<file path="src/rtl/store_pkg.sv">
// store_pkg: shared definitions for the store queue.
//   - funct3 encodings for SB/SH/SW
//   - byte-strobe constants used by the lane aligner
//   - sq_entry_t: one buffered, already-formatted memory write
//   - word_to_byte_addr: expands a stored word address to a byte address
package store_pkg;

  localparam logic [2:0] F3_SB = 3'd0;
  localparam logic [2:0] F3_SH = 3'd1;
  localparam logic [2:0] F3_SW = 3'd2;

  localparam logic [3:0] STRB_BYTE0   = 4'b0001;
  localparam logic [3:0] STRB_LO_HALF = 4'b0011;
  localparam logic [3:0] STRB_HI_HALF = 4'b1100;
  localparam logic [3:0] STRB_WORD    = 4'b1111;

  // Only the word address is kept; the byte offset is fully encoded in the strobe.
  typedef struct packed {
    logic [29:0] word_addr;
    logic [31:0] data;
    logic [3:0]  strobe;
  } sq_entry_t;

  function automatic logic [31:0] word_to_byte_addr(input logic [29:0] word_addr);
    return {word_addr, 2'b00};
  endfunction

endpackage

</file>
<file path="src/rtl/store_lane_align.sv">
// store_lane_align: combinational store formatter.
//   funct3_i   in  3   SB/SH/SW selector
//   addr_lo_i  in  2   byte offset within the word (store_address[1:0])
//   value_i    in  32  raw rs2 value
//   strobe_o   out 4   byte enables, bit i = byte lane i
//   data_o     out 32  value replicated so the selected lanes carry it
//   error_o    out 1   misaligned half/word or illegal funct3
module store_lane_align
  import store_pkg::*;
(
  input  logic [2:0]  funct3_i,
  input  logic [1:0]  addr_lo_i,
  input  logic [31:0] value_i,
  output logic [3:0]  strobe_o,
  output logic [31:0] data_o,
  output logic        error_o
);

  always_comb begin
    strobe_o = 4'b0000;
    data_o   = 32'h0;
    error_o  = 1'b0;
    case (funct3_i)
      F3_SB: begin
        strobe_o = STRB_BYTE0 << addr_lo_i;
        data_o   = {4{value_i[7:0]}};
      end
      F3_SH: begin
        if (addr_lo_i[0]) begin
          error_o = 1'b1;
        end else begin
          strobe_o = addr_lo_i[1] ? STRB_HI_HALF : STRB_LO_HALF;
          data_o   = {2{value_i[15:0]}};
        end
      end
      F3_SW: begin
        if (addr_lo_i != 2'b00) begin
          error_o = 1'b1;
        end else begin
          strobe_o = STRB_WORD;
          data_o   = value_i;
        end
      end
      default: error_o = 1'b1;
    endcase
  end

endmodule

</file>
<file path="src/rtl/store_queue.sv">
// store_queue: FIFO of formatted stores draining to data memory.
//   clock, reset_n                 clock / async active-low reset
//   store_valid, store_ready       store request handshake (ready = not full)
//   funct3, store_address,
//   store_value                    store request payload
//   mem_write_request, mem_write_ack
//                                  head-entry write handshake (pop on req && ack)
//   mem_write_address/data/strobe  head entry, all zero while empty
//   load_check_address, load_hazard
//                                  load word overlaps any pending entry
//   store_error                    one-cycle pulse after a dropped bad store
//   queue_empty                    no pending entries
module store_queue
  import store_pkg::*;
#(
  parameter int DEPTH      = 4,
  parameter int DEPTH_LOG2 = 2
) (
  input  logic        clock,
  input  logic        reset_n,
  input  logic        store_valid,
  output logic        store_ready,
  input  logic [2:0]  funct3,
  input  logic [31:0] store_address,
  input  logic [31:0] store_value,
  output logic        mem_write_request,
  input  logic        mem_write_ack,
  output logic [31:0] mem_write_address,
  output logic [31:0] mem_write_data,
  output logic [3:0]  mem_write_strobe,
  input  logic [31:0] load_check_address,
  output logic        load_hazard,
  output logic        store_error,
  output logic        queue_empty
);

  localparam logic [DEPTH_LOG2:0] FULL_COUNT = (DEPTH_LOG2 + 1)'(DEPTH);
  localparam logic [DEPTH_LOG2:0] ONE_COUNT  = (DEPTH_LOG2 + 1)'(1);

  sq_entry_t               entry_q [DEPTH];
  logic [DEPTH-1:0]        valid_q;
  logic [DEPTH_LOG2-1:0]   head_q, head_d;
  logic [DEPTH_LOG2-1:0]   tail_q, tail_d;
  logic [DEPTH_LOG2:0]     count_q, count_d;
  logic                    error_q;

  logic [3:0]  fmt_strobe;
  logic [31:0] fmt_data;
  logic        fmt_error;
  logic        accept, push, pop;
  sq_entry_t   new_entry, head_entry;

  store_lane_align u_align (
    .funct3_i  (funct3),
    .addr_lo_i (store_address[1:0]),
    .value_i   (store_value),
    .strobe_o  (fmt_strobe),
    .data_o    (fmt_data),
    .error_o   (fmt_error)
  );

  assign store_ready = (count_q != FULL_COUNT);
  assign queue_empty = (count_q == '0);

  // A bad store still completes the handshake; it just never reaches the array.
  assign accept = store_valid && store_ready;
  assign push   = accept && !fmt_error;
  assign pop    = mem_write_request && mem_write_ack;

  assign new_entry = '{word_addr: store_address[31:2], data: fmt_data, strobe: fmt_strobe};

  always_comb begin
    head_d  = head_q;
    tail_d  = tail_q;
    count_d = count_q;
    if (push) tail_d = tail_q + 1'b1;
    if (pop)  head_d = head_q + 1'b1;
    case ({push, pop})
      2'b10:   count_d = count_q + ONE_COUNT;
      2'b01:   count_d = count_q - ONE_COUNT;
      default: count_d = count_q;
    endcase
  end

  // Push and pop never target the same slot: pop needs a non-empty queue and
  // push needs a non-full one, so head == tail cannot coincide with both.
  always_ff @(posedge clock or negedge reset_n) begin
    if (!reset_n) begin
      head_q  <= '0;
      tail_q  <= '0;
      count_q <= '0;
      valid_q <= '0;
      error_q <= 1'b0;
      for (int i = 0; i < DEPTH; i++) entry_q[i] <= '0;
    end else begin
      head_q  <= head_d;
      tail_q  <= tail_d;
      count_q <= count_d;
      error_q <= accept && fmt_error;
      if (push) begin
        entry_q[tail_q] <= new_entry;
        valid_q[tail_q] <= 1'b1;
      end
      if (pop) valid_q[head_q] <= 1'b0;
    end
  end

  assign store_error = error_q;

  // Popped slots keep stale contents, so the outputs are gated on empty.
  assign head_entry        = entry_q[head_q];
  assign mem_write_request = !queue_empty;
  assign mem_write_address = queue_empty ? 32'h0 : word_to_byte_addr(head_entry.word_addr);
  assign mem_write_data    = queue_empty ? 32'h0 : head_entry.data;
  assign mem_write_strobe  = queue_empty ? 4'b0000 : head_entry.strobe;

  // Hazard compare at word granularity; this cycle's incoming store is not yet in valid_q.
  logic [DEPTH-1:0] hit;
  genvar gi;
  generate
    for (gi = 0; gi < DEPTH; gi++) begin : g_hazard
      assign hit[gi] = valid_q[gi] && (entry_q[gi].word_addr == load_check_address[31:2]);
    end
  endgenerate
  assign load_hazard = |hit;

  logic unused_load_offset;
  assign unused_load_offset = ^load_check_address[1:0];

endmodule

</file>
<file path="config.mk">
export PLATFORM = sky130hd
export DESIGN_NAME = store_queue
export DESIGN_NICKNAME = d
export VERILOG_FILES = /design/src/rtl/store_pkg.sv /design/src/rtl/store_lane_align.sv /design/src/rtl/store_queue.sv
export SDC_FILE = /design/constraint.sdc
export NUM_CORES = 1
export LEC_CHECK = 0
export BUFFER_PORTS_ARGS = -buffer_cell sky130_fd_sc_hd__buf_2
export CELL_PAD_IN_SITES_DETAIL_PLACEMENT = 0
export CELL_PAD_IN_SITES_GLOBAL_PLACEMENT = 1
export CORE_ASPECT_RATIO = 0.9
export CORE_MARGIN = 5
export CORE_UTILIZATION = 46
export CTS_CLUSTER_DIAMETER = 150
export DETAILED_ROUTE_END_ITERATION = 7
export PLACE_DENSITY = 0.85
export SYNTH_ARGS = -nofsm -noshare
export SYNTH_HDL_FRONTEND = slang
export SYNTH_SLANG_ARGS = --single-unit
</file>
<file path="constraint.sdc">
create_clock -name clock -period 3 [get_ports clock]
set_clock_uncertainty 0.2 [all_clocks]
set_input_delay 0.15 -clock clock [delete_from_list [all_inputs] [get_ports clock]]
set_output_delay 0.15 -clock clock [all_outputs]
set_load 0.02 [all_outputs]
</file>
==> flow_summary.ini, run 1 <==
[final_layout]
final_common_cell = nand2_1
fin_util = 0.566
n_antenna_cell = 0
regArea_um2 = 6910
fill_cells = 2663
final_cell_mix = 523 x nand2_1, 274 x dfrtp_1, 170 x buf_2
layout-drive-gt1-share = 0.209
syn2layout_area_growth_pct = 22.0
multi_input_area_um2 = 6730
nNetsFinal = 1760

[detailed_routing]
vias = 11224
drtIter0Drc = 913
drc_errors = 0
ant_nets = 0
drt_wl_total_um = 42000
wire_per_inst_um = 20.2
routed_via_density = 5.39
drtPass1Iterations = 7

[min_path]
worstHoldStart = funct3[0]
min_to = entry_q[132]
min_path_type = in2reg
min_path_cells = 5

[grt]
grt.overflow.total = 0
grt_pass1_wl_um = 66700
grt_pass1_vias = 11584
grt_antenna_before_repair = 0
grt_max_degree = 69
globalRouteTotalUtil = 0.244

[synth]
async_flop_share = 1.00
syn_area_um2 = 14200
ys_types = 45
synth_edf_count = 0
ys_warn_count = 0
syn_avg_cell_area_um2 = 9.92
syn_inst = 1434
ys_ff_latch = 276
synth_area_leader_cell = dfrtp_1
yosysSeqAreaShare = 0.486
synth_flop_cell = dfrtp_1
synth_top_cell_area_share = 0.486
netlist_top_cells_area = dfrtp_1 49%, nand2_1 14%, mux4_2 10%

[sta]
rsz0062_at_grt = no
finalSetupViolCount = 0
fmax_mhz = 351
tightest_slew_ns = 1.03
period_share = 0.949
hold_viol_final = 0
slew_headroom = 0.316
tns_ns = 0
post-route-min-period_ns = 2.85
drv_slew = 0

[setup_path]
crit_type = reg2out
required_ns = 2.65
reg2regPathDepth = 6
ff2ff_setup_slack_ns = 0.53
cp-end-kind = output port
worstReg2RegEnd = entry_q[101]
r2r_start = count_q[2]
path_max_fanout = 15
arrival_ns = 2.50
critPathLaunchType = register
startpoint = head_q[0]

[clock_tree]
cts_buffer_depth = 3
cts_resized = 0
cts_buffers = 31
cts.htree.levels = 1
path_clk_slew_ns = 0.06
cts_setup_buffers = 0
postCtsHoldBufs = 81
insertion_delay_ns = 0.56
clkSinkCount = 276
cts_root_buf = clkbuf_16
cts_tree = done

[power_and_ir_drop]
p_leak_nw = 8.20
power_density_nw_per_um2 = 1000
vdd_ir_drop_max_uv = 549

[floorplanning]
dieWidth_um = 195
die_h_um = 177
dieArea_um2 = 34500
pin_count = 176
placementRows = 61
initial_core_util = 0.464
core-area_um2 = 30700

[status]
status = finished clean

[place]
place.gp.congestion = 0.932
place_hpwl_um = 28300
portBuffers = 171

[job]
timing.max_cap.violations = 0
[worst max-delay path by stage]
stage | endpoint | slack (ns) | depth (start not counted)
floorplan | count_q[2] | 0.69 | 10
global placement | entry_q[35] | 0.54 | 6
detailed placement | entry_q[235] | 0.53 | 6
CTS | mem_write_address[15] | 0.1 | 4
global route | mem_write_address[7] | 0.05 | 4
finish | mem_write_address[7] | 0.15 | 4
[layer usage]
layer | up-vias | wire, µm | global-route usage
met5 | - | 0 | 0
met3 | 76 | 3280 | 0.0390
met2 | 465 | 19900 | 0.403
met1 | 5478 | 17600 | 0.339
li1 | 5205 | - | -
met4 | 0 | 1260 | 0.0678
[where the power goes]
part / switching (mW) / internal [mW]
Sequential: 1.33 / 5.23
Clock: 1.59 / 2.38
Combinational: 3.69 / 3.21
[flip-flops by register name (all words and copies together), names as in the netlist]
| register | cells |
|---|---|
| head_q | 2 |
| tail_q | 2 |
| valid_q | 4 |
| entry_q | 264 |
| count_q | 3 |
| store_error | 1 |
[cells by family after synthesis]
kind of cell / after synthesis / share of synthesized area
flops: 276 / 0.486
buf+inv: 118 / 0.0444
xor+xnor: 126 / 0.0776
other cells: 1 / 0.000264
mux: 75 / 0.114
simple gates: 662 / 0.203
fa+ha+maj: 10 / 0.00932
compound gates: 166 / 0.0661
[synthesized netlist by cell type (2+ instances only)]
cell	number
nand2_1	523
clkbuf_2	5
inv_1	10
a21oi_1	6
buf_2	38
dfrtp_1	276
xnor2_1	80
buf_1	4
buf_4	24
mux2_4	8
nor4_1	16
ha_1	9
nor3_1	2
and2_1	68
nand4_2	4
mux4_2	66
a222oi_1	8
o21ai_1	61
nand4_1	25
o21ai_0	69
a22oi_1	16
xor2_1	46
buf_6	6
nor2_1	10
and4_4	4
clkbuf_1	31
[worst max-delay path, stage by stage, from the launching register on]
cell,delay (ns)
dfrtp_4,0.66
buf_4,0.37
mux4_2,0.57
and2_1,0.18
buf_2,0.16
[layout make-up]
class                   count  area share
flip-flops and latches    276       0.398
repair buffers            287       0.120
well taps                 409      0.0295
multi-input cells        1041       0.388
clock inverters            13     0.00916
clock buffers              45      0.0529
inverters                  10     0.00216
[stage by stage]
stage | area [µm²] | cells | total power [mW] | setup WS [ns] | hold WS, ns
floorplan | 14200 | 1435 | 11.1 | 0.688 | -0.346
global placement | 15500 | 1942 | 13.3 | 0.544 | -0.0247
detailed placement | 15500 | 1942 | 13.4 | 0.525 | -0.0165
CTS | 17400 | 2081 | 17.5 | 0.0952 | 0.00311
global route | 17400 | 2081 | 18.5 | 0.0492 | 0.0492
finish | 17400 | 2081 | 17.4 | 0.154 | 0.0249
Note: power is estimated with default switching activity, not from simulation.
==> inputs of run 2 (changes only) <==
--- a/config.mk
+++ b/config.mk
@@ -9,11 +9,11 @@
 export CELL_PAD_IN_SITES_DETAIL_PLACEMENT = 0
 export CELL_PAD_IN_SITES_GLOBAL_PLACEMENT = 1
 export CORE_ASPECT_RATIO = 0.9
-export CORE_MARGIN = 5
-export CORE_UTILIZATION = 46
+export CORE_UTILIZATION = 47
+export CTS_BUF_LIST = sky130_fd_sc_hd__clkbuf_8
 export CTS_CLUSTER_DIAMETER = 150
 export DETAILED_ROUTE_END_ITERATION = 7
-export PLACE_DENSITY = 0.85
+export PLACE_DENSITY = 0.86
 export SYNTH_ARGS = -nofsm -noshare
 export SYNTH_HDL_FRONTEND = slang
 export SYNTH_SLANG_ARGS = --single-unit
==> run 2 against run 1 <==
Final cell count grew 1.0%. Highest routed layer unchanged. Die area shrank 10%. Sequential share of layout area grew 0.34 points. Critical endpoint is now mem_write_address[2]. Combinational power grew 0.6%. Via count grew 1.7%. Critical path type unchanged.
==> flow_summary.ini, run 2 (synthesis gave the netlist of run 1 again) <==
[status]
status = finished clean

[power_and_ir_drop]
sw_frac_of_total = 0.395
p_leak_nw = 8.20
power.internal_mw = 10.1
total_power_mw = 16.7
pwr-share-comb = 0.415
clkPwrFrac = 0.193
seq_power_share = 0.392
vdd_ir_drop_max_uv = 541
power_density_nw_per_um2 = 971
switching_power_mw = 6.61

[sta]
drv_slew = 0
period_share = 0.943
rsz0062_at_grt = no
hold_viol_final = 0
finalSetupViolCount = 0
tns_ns = 0
post-route-min-period_ns = 2.83
fmax_mhz = 353
tightest_slew_ns = 1.05
slew_headroom = 0.301

[final_layout]
top_register = entry_q
final_cell_mix = 523 x nand2_1, 274 x dfrtp_1, 170 x buf_2
layout-drive-gt1-share = 0.212
largest_register_ff_count = 264
largest_registers = entry_q (264), valid_q (4), count_q (3)
fin_util = 0.577
n_antenna_cell = 0
nNetsFinal = 1782
syn2layout_area_growth_pct = 21.0
fill_cells = 2552
final_common_cell = nand2_1
fin_area_um2 = 17200

[floorplanning]
initial_core_util = 0.477
pin_count = 176
placementRows = 60
dieArea_um2 = 31000
die_h_um = 167
core-area_um2 = 29800
dieWidth_um = 185

[grt]
grt_max_degree = 69
grt_antenna_before_repair = 0
grt_pass1_vias = 11628
grt_pass1_wl_um = 64500
grt.overflow.total = 0
globalRouteTotalUtil = 0.274

[place]
placed_cell_area_um2 = 15500
portBuffers = 171
place.gp.congestion = 0.945
place_hpwl_um = 27600

[min_path]
min_path_type = in2reg
worstHoldStart = store_address[0]
min_path_cells = 5
min_to = entry_q[132]

[detailed_routing]
vias = 11412
drtIter0Drc = 975
ant_nets = 0
drc_errors = 0
drt_wl_total_um = 41100
routed_via_density = 5.43
wire_per_inst_um = 19.6
drtPass1Iterations = 6

[setup_path]
cp-end-kind = output port
ff2ff_setup_slack_ns = 0.46
r2r_start = count_q[0]
arrival_ns = 2.48
path_max_fanout = 15
max_stage_delay_ns = 0.60
path_buf_inv = 2
crit_type = reg2out
reg2regPathDepth = 11
startpoint = head_q[0]
crit_path_top_delay_cell = dfrtp_4
crit_chain = buf_4, mux4_2, and2_1, buf_2
cpLargestDelayFamily = flip-flops
required_ns = 2.65
worstReg2RegEnd = count_q[2]
critPathLaunchType = register

[clock_tree]
cts.htree.levels = 2
cts_root_buf = clkbuf_8
cts_setup_buffers = 0
path_clk_slew_ns = 0.06
cts_resized = 0
insertion_delay_ns = 0.59
clkSinkCount = 276
postCtsHoldBufs = 85
cts_tree = done
cts_buffers = 49
cts_buffer_depth = 3

[job]
timing.max_cap.violations = 0
==> run 2: per-layer routing <==
layer	GRT usage	part of all wire	up-vias	wire [µm]
met5	0	0	-	0
met4	0.0934	0.028	0	1160
met3	0.0549	0.081	90	3340
met2	0.440	0.47	511	19400
met1	0.372	0.42	5552	17200
li1	-	-	5259	-
==> run 2: through the flow <==
step | setup slack, ns | hold slack, ns | std cells
global route | 0.0592 | 0.0846 | 2102
finish | 0.171 | 0.0537 | 2102
global placement | 0.550 | -0.00216 | 1936
CTS | 0.124 | 0.0162 | 2102
floorplan | 0.688 | -0.346 | 1435
detailed placement | 0.506 | -0.000419 | 1936
==> run 2: worst min-delay path, delay by kind of cell <==
kind,cells,cell delay [ns]
AO/OA/AOI/OAI,1,0.14
buffers and inverters,2,0.40
AND/OR/NAND/NOR,2,0.10
==> run 2: how the worst max path moves through the flow <==
stage                           end  cells past startpoint  slack (ns)
3_3_place_gp             count_q[2]                     11        0.55
4_1_cts        mem_write_address[2]                      4        0.12
5_1_grt        mem_write_address[2]                      4        0.06
6_report       mem_write_address[2]                      4        0.17
3_5_place_dp             count_q[2]                     11        0.51
2_1_floorplan            count_q[2]                     10        0.69
==> run 2: layout make-up <==
type | instances | area (µm²) | share of cell area
clock buffers | 54 | 743 | 0.0432
clock inverters | 27 | 140 | 0.00814
inverters | 10 | 37.5 | 0.00218
multi-input cells | 1041 | 6730 | 0.391
flip-flops and latches | 276 | 6910 | 0.402
well taps | 403 | 504 | 0.0293
repair buffers | 291 | 2140 | 0.124
==> run 2: power by group through the flow <==
| stage | combinational, mW | clock [mW] | sequential, mW |
|---|---|---|---|
| 2_1_floorplan | 4.97 | 0 | 6.09 |
| 3_3_place_gp | 6.70 | 0 | 6.50 |
| 3_5_place_dp | 6.81 | 0 | 6.59 |
| 4_1_cts | 6.94 | 3.29 | 6.54 |
| 5_1_grt | 7.54 | 3.46 | 6.75 |
| 6_report | 6.93 | 3.22 | 6.55 |
==> inputs of run 3 (changes only) <==
--- a/config.mk
+++ b/config.mk
@@ -5,11 +5,12 @@
 export SDC_FILE = /design/constraint.sdc
 export NUM_CORES = 1
 export LEC_CHECK = 0
+export ABC_AREA = 1
 export BUFFER_PORTS_ARGS = -buffer_cell sky130_fd_sc_hd__buf_2
 export CELL_PAD_IN_SITES_DETAIL_PLACEMENT = 0
 export CELL_PAD_IN_SITES_GLOBAL_PLACEMENT = 1
 export CORE_ASPECT_RATIO = 0.9
-export CORE_UTILIZATION = 47
+export CORE_UTILIZATION = 44
 export CTS_BUF_LIST = sky130_fd_sc_hd__clkbuf_8
 export CTS_CLUSTER_DIAMETER = 150
 export DETAILED_ROUTE_END_ITERATION = 7
==> run 3 against run 2 <==
Maximum frequency up 1.1%. Critical endpoint is now count_q[1]. Register-to-register slack better by 0.20 ns. Setup slack better by 0.031 ns.
==> flow_summary.ini, run 3 <==
[status]
status = finished clean

[setup_path]
reg2regPathDepth = 9
worst-path-stages = 11
arrival_ns = 3.11
max_stage_delay_ns = 0.60
cp-end-kind = register
crit_path_top_delay_cell = dlygate4sd3_1
critPathLaunchType = primary input
path_max_fanout = 12
cpLargestDelayFamily = buffers and inverters
required_ns = 3.31
crit_type = in2reg
path_buf_inv = 5
crit_chain = dlygate4sd3_1, buf_2, a21oi_1, dlygate4sd3_1, nand3_2, nor2_4, inv_1, ha_1, inv_1, fa_1, o21ai_0

[final_layout]
final_common_cell = nand2_1
n_antenna_cell = 0
fin_area_um2 = 17800
syn2layout_area_growth_pct = 20.0
nNetsFinal = 2383
largest_registers = entry_q (264), valid_q (4), count_q (3)
layout-drive-gt1-share = 0.127
final_cell_mix = 595 x nand2_1, 325 x o21ai_0, 274 x dfrtp_1
top_register = entry_q
largest_register_ff_count = 264
fin_util = 0.539

[clock_tree]
cts_root_buf = clkbuf_8
cts_tree = done
cts_setup_buffers = 0
clkSinkCount = 276
cts.htree.levels = 2
cts_buffers = 48
postCtsHoldBufs = 93
cts_resized = 0
insertion_delay_ns = 0.59
path_clk_slew_ns = 0.06
cts_buffer_depth = 3

[min_path]
min_path_type = in2reg
min_path_cells = 6

[sta]
fmax_mhz = 357
tightest_slew_ns = 1.16
hold_viol_final = 0
tns_ns = 0
post-route-min-period_ns = 2.80
setup_slack_ns = 0.202
finalSetupViolCount = 0
rsz0062_at_grt = no
period_share = 0.933
slew_headroom = 0.221
drv_slew = 0

[grt]
grt_pass1_wl_um = 74900
globalRouteTotalUtil = 0.281
grt_pass1_vias = 13243
grt_max_degree = 97
grt.overflow.total = 0
grt_antenna_before_repair = 2

[place]
place_ws_ns = 0.632
place.gp.congestion = 0.946
placed_cell_area_um2 = 16000
place_hpwl_um = 31600
portBuffers = 171

[floorplanning]
dieWidth_um = 196
placementRows = 63
die_h_um = 176
pin_count = 176
initial_core_util = 0.449
dieArea_um2 = 34400
core-area_um2 = 33000

[synth]
synth.most_common_cell = nand2_1
syn_area_um2 = 14800
ys_warn_count = 0
ys_types = 30
synth_edf_count = 0
ys_ff_latch = 276
async_flop_share = 1.00
synth_top_cell_area_share = 0.466
syn_avg_cell_area_um2 = 7.25
synth_area_leader_cell = dfrtp_1
synth_common_cells = 595 x nand2_1, 325 x o21ai_0, 276 x dfrtp_1, 231 x nor2_1, 166 x a21oi_1
netlist_top_cells_area = dfrtp_1 47%, nand2_1 15%, o21ai_0 11%
synth_flop_cell = dfrtp_1
syn_inst = 2046
yosysSeqAreaShare = 0.466

[detailed_routing]
drtIter0Drc = 985
ant_nets = 0
drtPass1Iterations = 5
vias = 14234
routed_via_density = 5.22
wire_per_inst_um = 17.5
drt_wl_total_um = 47700
drc_errors = 0

[power_and_ir_drop]
power_density_nw_per_um2 = 1030
p_leak_nw = 8.82
vdd_ir_drop_max_uv = 467
total_power_mw = 18.3

[job]
timing.max_cap.violations = 0
-- run 3: changes by cell type in the layout (fill, tap and decap cells not counted), sizes merged, moves of 40 or more --
| cell | previous run | this run |
|---|---|---|
| a21oi | 6 | 166 |
| mux4 | 66 | 0 |
| nor2 | 10 | 233 |
| o21ai | 130 | 447 |
| xor2 | 46 | 6 |
| xnor2 | 80 | 10 |
| inv | 29 | 192 |
| and2 | 68 | 0 |
| nand2 | 523 | 600 |
-- run 3: path summary, 6_finish.rpt --
check | from | end | slack [ns]
setup / recovery | funct3[2] | count_q[1] | 0.20
hold / removal | funct3[1] | tail_q[0] | 0.12
setup reg to reg | count_q[0] | count_q[1] | 0.66
hold reg to reg | entry_q[29] | entry_q[29] | 0.28
max in group asynchronous | reset_n | entry_q[196] | 0.75
min in group asynchronous | reset_n | entry_q[56] | 0.48
-- run 3: where the power goes --
group          internal [mW]  total (mW)  switching, mW
Sequential              5.30        6.44           1.15
Clock                   1.71        3.28           1.56
Combinational           2.91        8.57           5.65
Total                   9.92        18.3           8.36
-- run 3: final cells by class --
| class | instances | area, µm² |
|---|---|---|
| fill | 3231 | 15200 |
| sequential | 276 | 6910 |
| tap | 422 | 528 |
| clock inverter | 29 | 120 |
| multi-input combinational | 1488 | 6690 |
| timing repair buffer | 289 | 2120 |
| inverter | 167 | 629 |
| clock buffer | 57 | 785 |
-- run 3: layer usage --
layer  vias to the layer above  share of wire  GRT usage
met4                         4          0.032      0.103
met2                       505           0.47      0.457
met1                      6616           0.43      0.377
met5                         -        0.00052          0
li1                       7022              -          -
met3                        87          0.066     0.0489
-- run 3: worst reg2reg max path: cells and delay by family (launching register included) --
family | cells | cell delay (ns)
and+or+nand+nor | 3 | 0.60
DFF | 1 | 0.36
adders and majority gates | 2 | 0.63
AOI/OAI and AO/OA | 1 | 0.16
buffers and inverters | 3 | 0.29
-- run 3: logic make-up after synthesis --
family,share of synthesized area
adder cells (fa/ha/maj),0.00894
AO/OA/AOI/OAI,0.214
buffers and inverters,0.0843
XOR/XNOR,0.00945
flip-flops,0.466
other,0.000253
AND/OR/NAND/NOR,0.217
-- run 3: metrics by stage --
step,cells,hold slack (ns)
finish,2728,0.120
global route,2728,0.142
CTS,2728,0.0829
detailed placement,2549,0.0125
global placement,2549,0.00994
floorplan,2047,-0.346
